File: config.mk
export PLATFORM = sky130hd
export DESIGN_NAME = accum16_seq_flat
export DESIGN_NICKNAME = d
export VERILOG_FILES = /design/src/rtl/accum16_seq_if.sv /design/src/rtl/accum16_seq.sv /design/src/flat_wrapper.sv
export SDC_FILE = /design/constraint.sdc
export NUM_CORES = 1
export LEC_CHECK = 0
export ABC_CLOCK_PERIOD_IN_PS = 14550
export CAP_MARGIN = 20
export CORE_MARGIN = 1.5
export CORE_UTILIZATION = 30
export DETAILED_ROUTE_END_ITERATION = 16
export GPL_ROUTABILITY_DRIVEN = 0
export PLACE_DENSITY = 0.57
export SETUP_SLACK_MARGIN = 0.15
export SLEW_MARGIN = 30
export SYNTH_ARGS = -nofsm -noshare
export SYNTH_HDL_FRONTEND = slang
export SYNTH_SLANG_ARGS = --single-unit
File: constraint.sdc
create_clock -name clk -period 14.55 [get_ports clk]
set_input_delay 4.365 -clock clk [delete_from_list [all_inputs] [get_ports clk]]
set_output_delay 4.365 -clock clk [all_outputs]
set_load 0.02 [all_outputs]
File: src/rtl/accum16_seq_if.sv
// Stream-side bundle for accum16_seq: burst request, word input stream and result output stream.
interface accum16_seq_if #(
   parameter int unsigned COUNT_W = 8
);
   logic               start;
   logic [COUNT_W-1:0] len;
   logic               in_valid;
   logic               in_ready;
   logic [15:0]        in_data;
   logic               out_valid;
   logic               out_ready;
   logic [15:0]        out_sum;
   logic               out_carry;
   logic               busy;

   modport master (
      output start, len, in_valid, in_data, out_ready,
      input  in_ready, out_valid, out_sum, out_carry, busy
   );

   modport slave (
      input  start, len, in_valid, in_data, out_ready,
      output in_ready, out_valid, out_sum, out_carry, busy
   );
endinterface

File: src/rtl/accum16_seq.sv
// Burst accumulator: sums len words through one fulladd16 stage, sticky carry-out flag.
// Optional macro ACCUM16_SATURATE_EN clamps the accumulator to 16'hFFFF on overflow.
module fulladd16 (
   input  logic [15:0] a,
   input  logic [15:0] b,
   input  logic        c_in,
   output logic [15:0] sum,
   output logic        c_out
);
   always_comb begin
      logic [16:0] cy;
      cy    = '0;
      sum   = '0;
      cy[0] = c_in;
      for (int unsigned i = 0; i < 16; i++) begin
         sum[i]  = a[i] ^ b[i] ^ cy[i];
         cy[i+1] = (a[i] & b[i]) | (cy[i] & (a[i] ^ b[i]));
      end
      c_out = cy[16];
   end
endmodule

module accum16_seq #(
   parameter int unsigned COUNT_W = 8
) (
   input  logic                clk,
   input  logic                rst,
   accum16_seq_if.slave        bus
);
   localparam logic [1:0] S_IDLE  = 2'd0;
   localparam logic [1:0] S_ACCUM = 2'd1;
   localparam logic [1:0] S_DONE  = 2'd2;

   logic [1:0]         state;
   logic [15:0]        acc;
   logic               carry;
   logic [COUNT_W-1:0] remaining;
   logic [15:0]        add_sum;
   logic               add_cout;

   fulladd16 u_add (
      .a     (acc),
      .b     (bus.in_data),
      .c_in  (1'b0),
      .sum   (add_sum),
      .c_out (add_cout)
   );

   always_ff @(posedge clk or posedge rst) begin
      if (rst) begin
         state     <= S_IDLE;
         acc       <= '0;
         carry     <= 1'b0;
         remaining <= '0;
      end else begin
         case (state)
            S_IDLE: begin
               if (bus.start) begin
                  remaining <= bus.len;
                  acc       <= '0;
                  carry     <= 1'b0;
                  state     <= (bus.len == '0) ? S_DONE : S_ACCUM;
               end
            end
            S_ACCUM: begin
               if (bus.in_valid) begin
`ifdef ACCUM16_SATURATE_EN
                  // once clamped, further adds either carry again or add zero, so it stays at FFFF
                  acc <= add_cout ? '1 : add_sum;
`else
                  acc <= add_sum;
`endif
                  carry     <= carry | add_cout;
                  remaining <= remaining - COUNT_W'(1);
                  if (remaining == COUNT_W'(1))
                     state <= S_DONE;
               end
            end
            S_DONE: begin
               if (bus.out_ready)
                  state <= S_IDLE;
            end
            default: state <= S_IDLE;
         endcase
      end
   end

   assign bus.in_ready  = (state == S_ACCUM);
   assign bus.out_valid = (state == S_DONE);
   assign bus.out_sum   = acc;
   assign bus.out_carry = carry;
   assign bus.busy      = (state != S_IDLE);
endmodule

File: src/flat_wrapper.sv
// flat-port wrapper written by rule: the top's interface ports become plain ports
module accum16_seq_flat 
#(
   parameter int unsigned COUNT_W = 8
)
  (clk, rst, bus_start, bus_len, bus_in_valid, bus_in_data, bus_out_ready, bus_in_ready, bus_out_valid, bus_out_sum, bus_out_carry, bus_busy);
  accum16_seq_if #(.COUNT_W(COUNT_W)) bus_i ();
  input  logic clk;
  input  logic rst;
  input wire logic [$bits(bus_i.start)-1:0] bus_start;
  input wire logic [$bits(bus_i.len)-1:0] bus_len;
  input wire logic [$bits(bus_i.in_valid)-1:0] bus_in_valid;
  input wire logic [$bits(bus_i.in_data)-1:0] bus_in_data;
  input wire logic [$bits(bus_i.out_ready)-1:0] bus_out_ready;
  output wire logic [$bits(bus_i.in_ready)-1:0] bus_in_ready;
  output wire logic [$bits(bus_i.out_valid)-1:0] bus_out_valid;
  output wire logic [$bits(bus_i.out_sum)-1:0] bus_out_sum;
  output wire logic [$bits(bus_i.out_carry)-1:0] bus_out_carry;
  output wire logic [$bits(bus_i.busy)-1:0] bus_busy;
  assign bus_i.start = bus_start;
  assign bus_i.len = bus_len;
  assign bus_i.in_valid = bus_in_valid;
  assign bus_i.in_data = bus_in_data;
  assign bus_i.out_ready = bus_out_ready;
  assign bus_in_ready = bus_i.in_ready;
  assign bus_out_valid = bus_i.out_valid;
  assign bus_out_sum = bus_i.out_sum;
  assign bus_out_carry = bus_i.out_carry;
  assign bus_busy = bus_i.busy;
  accum16_seq #(.COUNT_W(COUNT_W)) u_core (.clk(clk), .rst(rst), .bus(bus_i));
endmodule
==> metrics.csv, run 1 <==
metric;value;unit
CP startpoint kind;input port;
Post-Synth Adder-Cell Area;20.4;%
Critical Path End Type;flip-flop;
post-route ant nets;0;
largest fanout on the critical path;1;
number of diodes;0;
largest net degree at the start of global routing;28;
Async SR Flop Fraction;100;%
Residual DRC;0;
Final Setup Violations;0;
CTS tree;done;
post-synthesis mux area share;0.604;%
Mapped Cells;162;
Post-synth EDFFs;0;
hold buffers post-CTS;0;
row cnt;26;
Root Buffer;clkbuf_8;
Area growth, synth to finish;35.9;%
routed len/inst;13.3;um
Final Hold Vio Count;0;
share of cells above drive strength 1;5.26;%
post_cts resized;0;
setup TNS;0;ps
via count;1302;
count leader, synth;inv_1;
Mapped Nets;209;
Register Area;676;um2
pre-CTS setup slack;3710;ps
Core Area;5200;um2
H-tree depth;1;
Commonest cells post-synth;inv_1, dfrtp_1, fa_1, o22ai_1, a21oi_1;
die width;77.3;um
RSZ-0062 raised after global routing;false;
setup bufs post-CTS;0;
crit path DAT;10660;ps
Yosys warning count;0;
overall power;437;uW
Setup Skew;3.81;ps
peak supply drop;0.0835;mV
ys flop type;dfrtp_1;
static leakage;0.958;nW
GRT Residual Overflow;0;
fin crit share;72.1;%
main combinational cell family by area after synthesis;adder cells;
initial antenna violation count;0;
Synth Cell Area;1660;um2
Max transition margin;62.1;%
die height;77.3;um
Yosys cell types;37;
post-route minimum period;10490;ps
Simple-Gate Fraction of Synth Area;12.2;%
Seq/Total Area, Yosys;40.8;%
Worst-Skew Late Latency;270;ps
post-synthesis average cell area;10.2;um2
Ports;49;
Final Net Count;257;
clock sinks;27;
PD cells;194;nW/um2
clk slew on worst S/H paths;100;ps
Final Slew Violations;0;
status;finished clean;
first drt pass iteration count;4;
DRT iter0 DRCs;50;
Initial Utilization;31.8;%
Multi-input gate area;835;um2
Slew @ Worst Pin;568;ps
f_max;95.3;MHz
CP Class;in -> reg;
number of vias per cell;4.67;
vias in the first global route;1325;
Tot GR Track Use;13.7;%
Area contributors post-synth;dfrtp_1, fa_1, inv_1;
clock buffer depth;2;
final worst slack;4060;ps
Seq cells post-synth;27;
max-cap violations;0;
xor-xnor portion of the synthesized cell area;0;%
CTS Buf Count;3;
full die area;5980;um2
post-synth top area share;40.8;%
# fillers;540;
Req. time, crit path;14730;ps
final wirelength;3720;um
Port Buf Inserts;48;
final core occ;43.2;%
DP HPWL;2710;um
Worst Hold Class;reg -> reg;
Synth Area in Compound Gates;16.9;%
first-pass GRT wire length;6490;um
Synth area leader;dfrtp_1;
-- final cells by class --
type | instances | share of cell area, %
Clock buffer | 4 | 2.00
Multi-Input combinational cell | 97 | 37.1
Inverter | 32 | 5.34
Tap cell | 70 | 3.89
Timing Repair Buffer | 49 | 21.7
Sequential cell | 27 | 30.0
-- sequential cells by signal (all words and copies together), names as in the netlist --
signal                cells
u_core.bus.out_sum       16
u_core.bus.out_carry      1
u_core.state              2
u_core.remaining          8
-- final timing paths --
path                                                   start                                  to  slack, ps  cells after the start
max in group asynchronous                                rst   u_core.bus.out_sum[1]$_DFFE_PP0P_       9840                      3
max reg2reg                u_core.bus.out_sum[0]$_DFFE_PP0P_  u_core.bus.out_sum[15]$_DFFE_PP0P_       8240                     19
min in group asynchronous                                rst  u_core.bus.out_sum[10]$_DFFE_PP0P_       4440                      3
min                         u_core.bus.out_carry$_DFFE_PP0P_    u_core.bus.out_carry$_DFFE_PP0P_        550                      2
max                                           bus_in_data[0]  u_core.bus.out_sum[15]$_DFFE_PP0P_       4060                     20
min reg2reg                 u_core.bus.out_carry$_DFFE_PP0P_    u_core.bus.out_carry$_DFFE_PP0P_        550                      2
-- worst max-delay path: stages --
cell and delay (ps):
clkdlybuf4s50_1 490, ha_1 140, inv_1 50, fa_1 370, fa_1 400, fa_1 390, fa_1 390, fa_1 390
fa_1 390, fa_1 380, fa_1 380, fa_1 380, fa_1 380, fa_1 380, fa_1 360, inv_1 70
fa_1 170, fa_1 180, fa_1 400, a22o_1 200
-- power by group --
group          switching [mW]  leakage (nW)  internal [mW]
clock                  0.0250        0.0228         0.0197
combinational           0.135         0.602          0.115
sequential             0.0326         0.333          0.109
total                   0.193         0.958          0.244
-- placed cells by master (no fill, tap or decap), types with 2 or more instances in the layout --
cell | Yosys | layout
a21oi_1 | 10 | 10
a22o_1 | 4 | 4
a2bb2oi_1 | 2 | 2
and2_1 | 2 | 2
clkbuf_8 | 0 | 3
clkdlybuf4s50_1 | 0 | 48
dfrtp_1 | 27 | 27
fa_1 | 15 | 15
ha_1 | 3 | 3
inv_1 | 31 | 31
nand2_1 | 5 | 5
nand2b_1 | 2 | 2
nand3_1 | 2 | 2
nor2_1 | 8 | 8
nor3_1 | 2 | 2
nor3_2 | 2 | 2
nor4_1 | 2 | 2
o21ai_0 | 6 | 6
o22ai_1 | 15 | 15
or3_1 | 2 | 2
-- per-stage QoR --
step / hold WS, ps / instances / instance area [um2]
after floorplan: 507 / 162 / 1660
after global placement: 527 / 275 / 2200
after detailed placement: 533 / 275 / 2200
after CTS: 561 / 279 / 2250
after global routing: 608 / 279 / 2250
final: 548 / 279 / 2250
-- kinds of logic after synthesis --
family                   count (synthesis)
AND/OR/NAND/NOR                         35
buffers and inverters                   38
flip-flops                              27
AO/OA/AOI/OAI                           43
adder cells (fa/ha/maj)                 18
multiplexers                             1
-- routing by layer --
metal  track usage (%)  vias up  share of wire (%)
li1                  -      641                  -
met1              20.1      624                 51
met2              20.4       33                 44
met3              2.26        4                4.3
met4              4.36        0                1.2
met5                 0        -                  0
(Power assumes the default switching activity.)
==> run 2, diff against run 1 <==
--- a/config.mk
+++ b/config.mk
@@ -5,13 +5,13 @@
 export SDC_FILE = /design/constraint.sdc
 export NUM_CORES = 1
 export LEC_CHECK = 0
-export ABC_CLOCK_PERIOD_IN_PS = 14550
+export ABC_CLOCK_PERIOD_IN_PS = 8400
 export CAP_MARGIN = 20
 export CORE_MARGIN = 1.5
 export CORE_UTILIZATION = 30
 export DETAILED_ROUTE_END_ITERATION = 16
 export GPL_ROUTABILITY_DRIVEN = 0
-export PLACE_DENSITY = 0.57
+export PLACE_DENSITY = 0.59
 export SETUP_SLACK_MARGIN = 0.15
 export SLEW_MARGIN = 30
 export SYNTH_ARGS = -nofsm -noshare
==> constraint.sdc (replaced) <==
create_clock -name clk -period 8.4 [get_ports clk]
set_input_delay 2.52 -clock clk [delete_from_list [all_inputs] [get_ports clk]]
set_output_delay 2.52 -clock clk [all_outputs]
set_load 0.02 [all_outputs]
==> run 2 against run 1 <==
Against the previous run: count of clock-buffer cells in the layout is the same; sequential cell count unchanged; largest power group unchanged; sequential share of layout area shrank 0.57 points; hold slack improved by 36 ps; setup slack worse by 3800 ps; final area is 1.9% higher; global-route usage is 0.32 points higher; clock power increased by 71%; highest routed layer unchanged.
==> metrics.csv, run 2 (synthesis results as in run 1) <==
metric;value;unit
status;finished clean;
die width;77.3;um
routed len/inst;14.4;um
H-tree depth;1;
CP startpoint kind;input port;
uppermost layer routed;met4;
setup bufs post-CTS;0;
Residual DRC;0;
CTS Buf Count;3;
Hold Path Sink;u_core.bus.out_carry$_DFFE_PP0P_;
Initial Utilization;31.8;%
Finished Cell Area;2290;um2
max-cap violations;0;
met3 WL;103;um
commonest non-fill, non-tap cell in the layout;clkdlybuf4s50_1;
PD cells;343;nW/um2
vias in the first global route;1396;
initial antenna violation count;0;
number of diodes;0;
Area growth, synth to finish;38.5;%
pre-CTS setup slack;-566;ps
Reg2Reg Setup Slack;2120;ps
CP Class;in -> reg;
peak supply drop;0.171;mV
largest fanout on the critical path;1;
hold buffers post-CTS;0;
placed inst area;2200;um2
commonest non-fill, non-tap cells in the layout;clkdlybuf4s50_1, inv_1, dfrtp_1;
Worst-Skew Late Latency;280;ps
Worst R2R Path Depth;19;
final worst slack;277;ps
DP HPWL;2900;um
R2R Path End;u_core.bus.out_sum[15]$_DFFE_PP0P_;
first-pass GRT wire length;6630;um
die height;77.3;um
Final Net Count;256;
largest net degree at the start of global routing;28;
CTS tree;done;
Final Setup Violations;0;
max reg flops;16;
final core occ;44.1;%
first drt pass iteration count;4;
Setup Skew;11.6;ps
post-route minimum period;8120;ps
Req. time, crit path;8580;ps
Root Buffer;clkbuf_8;
Core Area;5200;um2
clk slew on worst S/H paths;100;ps
f_max;123;MHz
Port Buf Inserts;48;
Hold Crit Depth;2;
full die area;5980;um2
row cnt;26;
Hold WS;584;ps
clock sinks;27;
fin crit share;96.7;%
Max transition margin;60.9;%
Slew @ Worst Pin;585;ps
GRT Residual Overflow;0;
RR Startpoint;u_core.bus.out_sum[0]$_DFFE_PP0P_;
post-route ant nets;0;
WL met1;1820;um
share of cells above drive strength 1;14.4;%
Tot GR Track Use;14.0;%
number of vias per cell;4.75;
via count;1320;
final wirelength;4010;um
worst hold start;u_core.bus.out_carry$_DFFE_PP0P_;
Ports;49;
RSZ-0062 raised after global routing;true;
Critical Path End Type;flip-flop;
DRT iter0 DRCs;42;
Final Hold Vio Count;0;
setup TNS;0;ps
WL met2;2070;um
clock buffer depth;2;
Worst Hold Class;reg -> reg;
crit path DAT;8300;ps
static leakage;0.954;nW
Final Slew Violations;0;
-- run 2: worst max-delay path: stages --
cell	delay (ps)
buf_6	70
ha_4	110
inv_2	30
fa_2	360
fa_2	380
fa_2	370
fa_2	370
fa_2	370
fa_2	390
fa_2	380
fa_2	380
fa_2	380
fa_2	380
fa_2	380
fa_2	360
inv_2	70
fa_2	210
fa_2	200
fa_1	410
a22o_1	180
-- run 2: worst max-delay path by stage --
stage	startpoint	end	slack (ps)	cells past startpoint
3_3_place_gp	bus_in_data[0]	u_core.bus.out_sum[15]$_DFFE_PP0P_	-430	20
4_1_cts	bus_in_data[0]	u_core.bus.out_sum[15]$_DFFE_PP0P_	180	20
5_1_grt	bus_in_data[0]	u_core.bus.out_sum[15]$_DFFE_PP0P_	70	20
3_5_place_dp	bus_in_data[0]	u_core.bus.out_sum[15]$_DFFE_PP0P_	-570	20
2_1_floorplan	bus_in_data[0]	u_core.bus.out_sum[15]$_DFFE_PP0P_	170	19
6_report	bus_in_data[0]	u_core.bus.out_sum[15]$_DFFE_PP0P_	280	20
-- run 2: stage by stage --
stage | std cells | power, mW
finish | 278 | 0.787
global route | 278 | 0.860
CTS | 278 | 0.775
detailed placement | 274 | 0.692
global placement | 274 | 0.683
floorplan | 162 | 0.534
-- run 2: power by group --
part           leakage (nW)  switching, mW  internal (mW)  total, mW
registers             0.333         0.0581          0.189      0.247
clock network        0.0228         0.0422         0.0340     0.0762
logic                 0.598          0.249          0.215      0.464
total                 0.954          0.349          0.438      0.787
-- run 2: repair_timing --
action,4_1_cts,5_1_grt
hold endpoints to repair,0,0
setup endpoints to repair,4,1
pin swaps,0,16
gates resized for setup,9,12
-- run 2: layout make-up --
type	count	area (um2)
multi-input cells	97	882
repair buffers	48	484
clock buffers	4	45.0
fillers	530	2910
flip-flops and latches	27	676
well taps	70	87.6
inverters	32	120
-- run 2: per-layer routing --
metal,vias up,GRT usage (%)
met5,-,0
met4,0,4.55
met3,2,1.67
met2,25,23.1
met1,651,19.1
li1,642,-
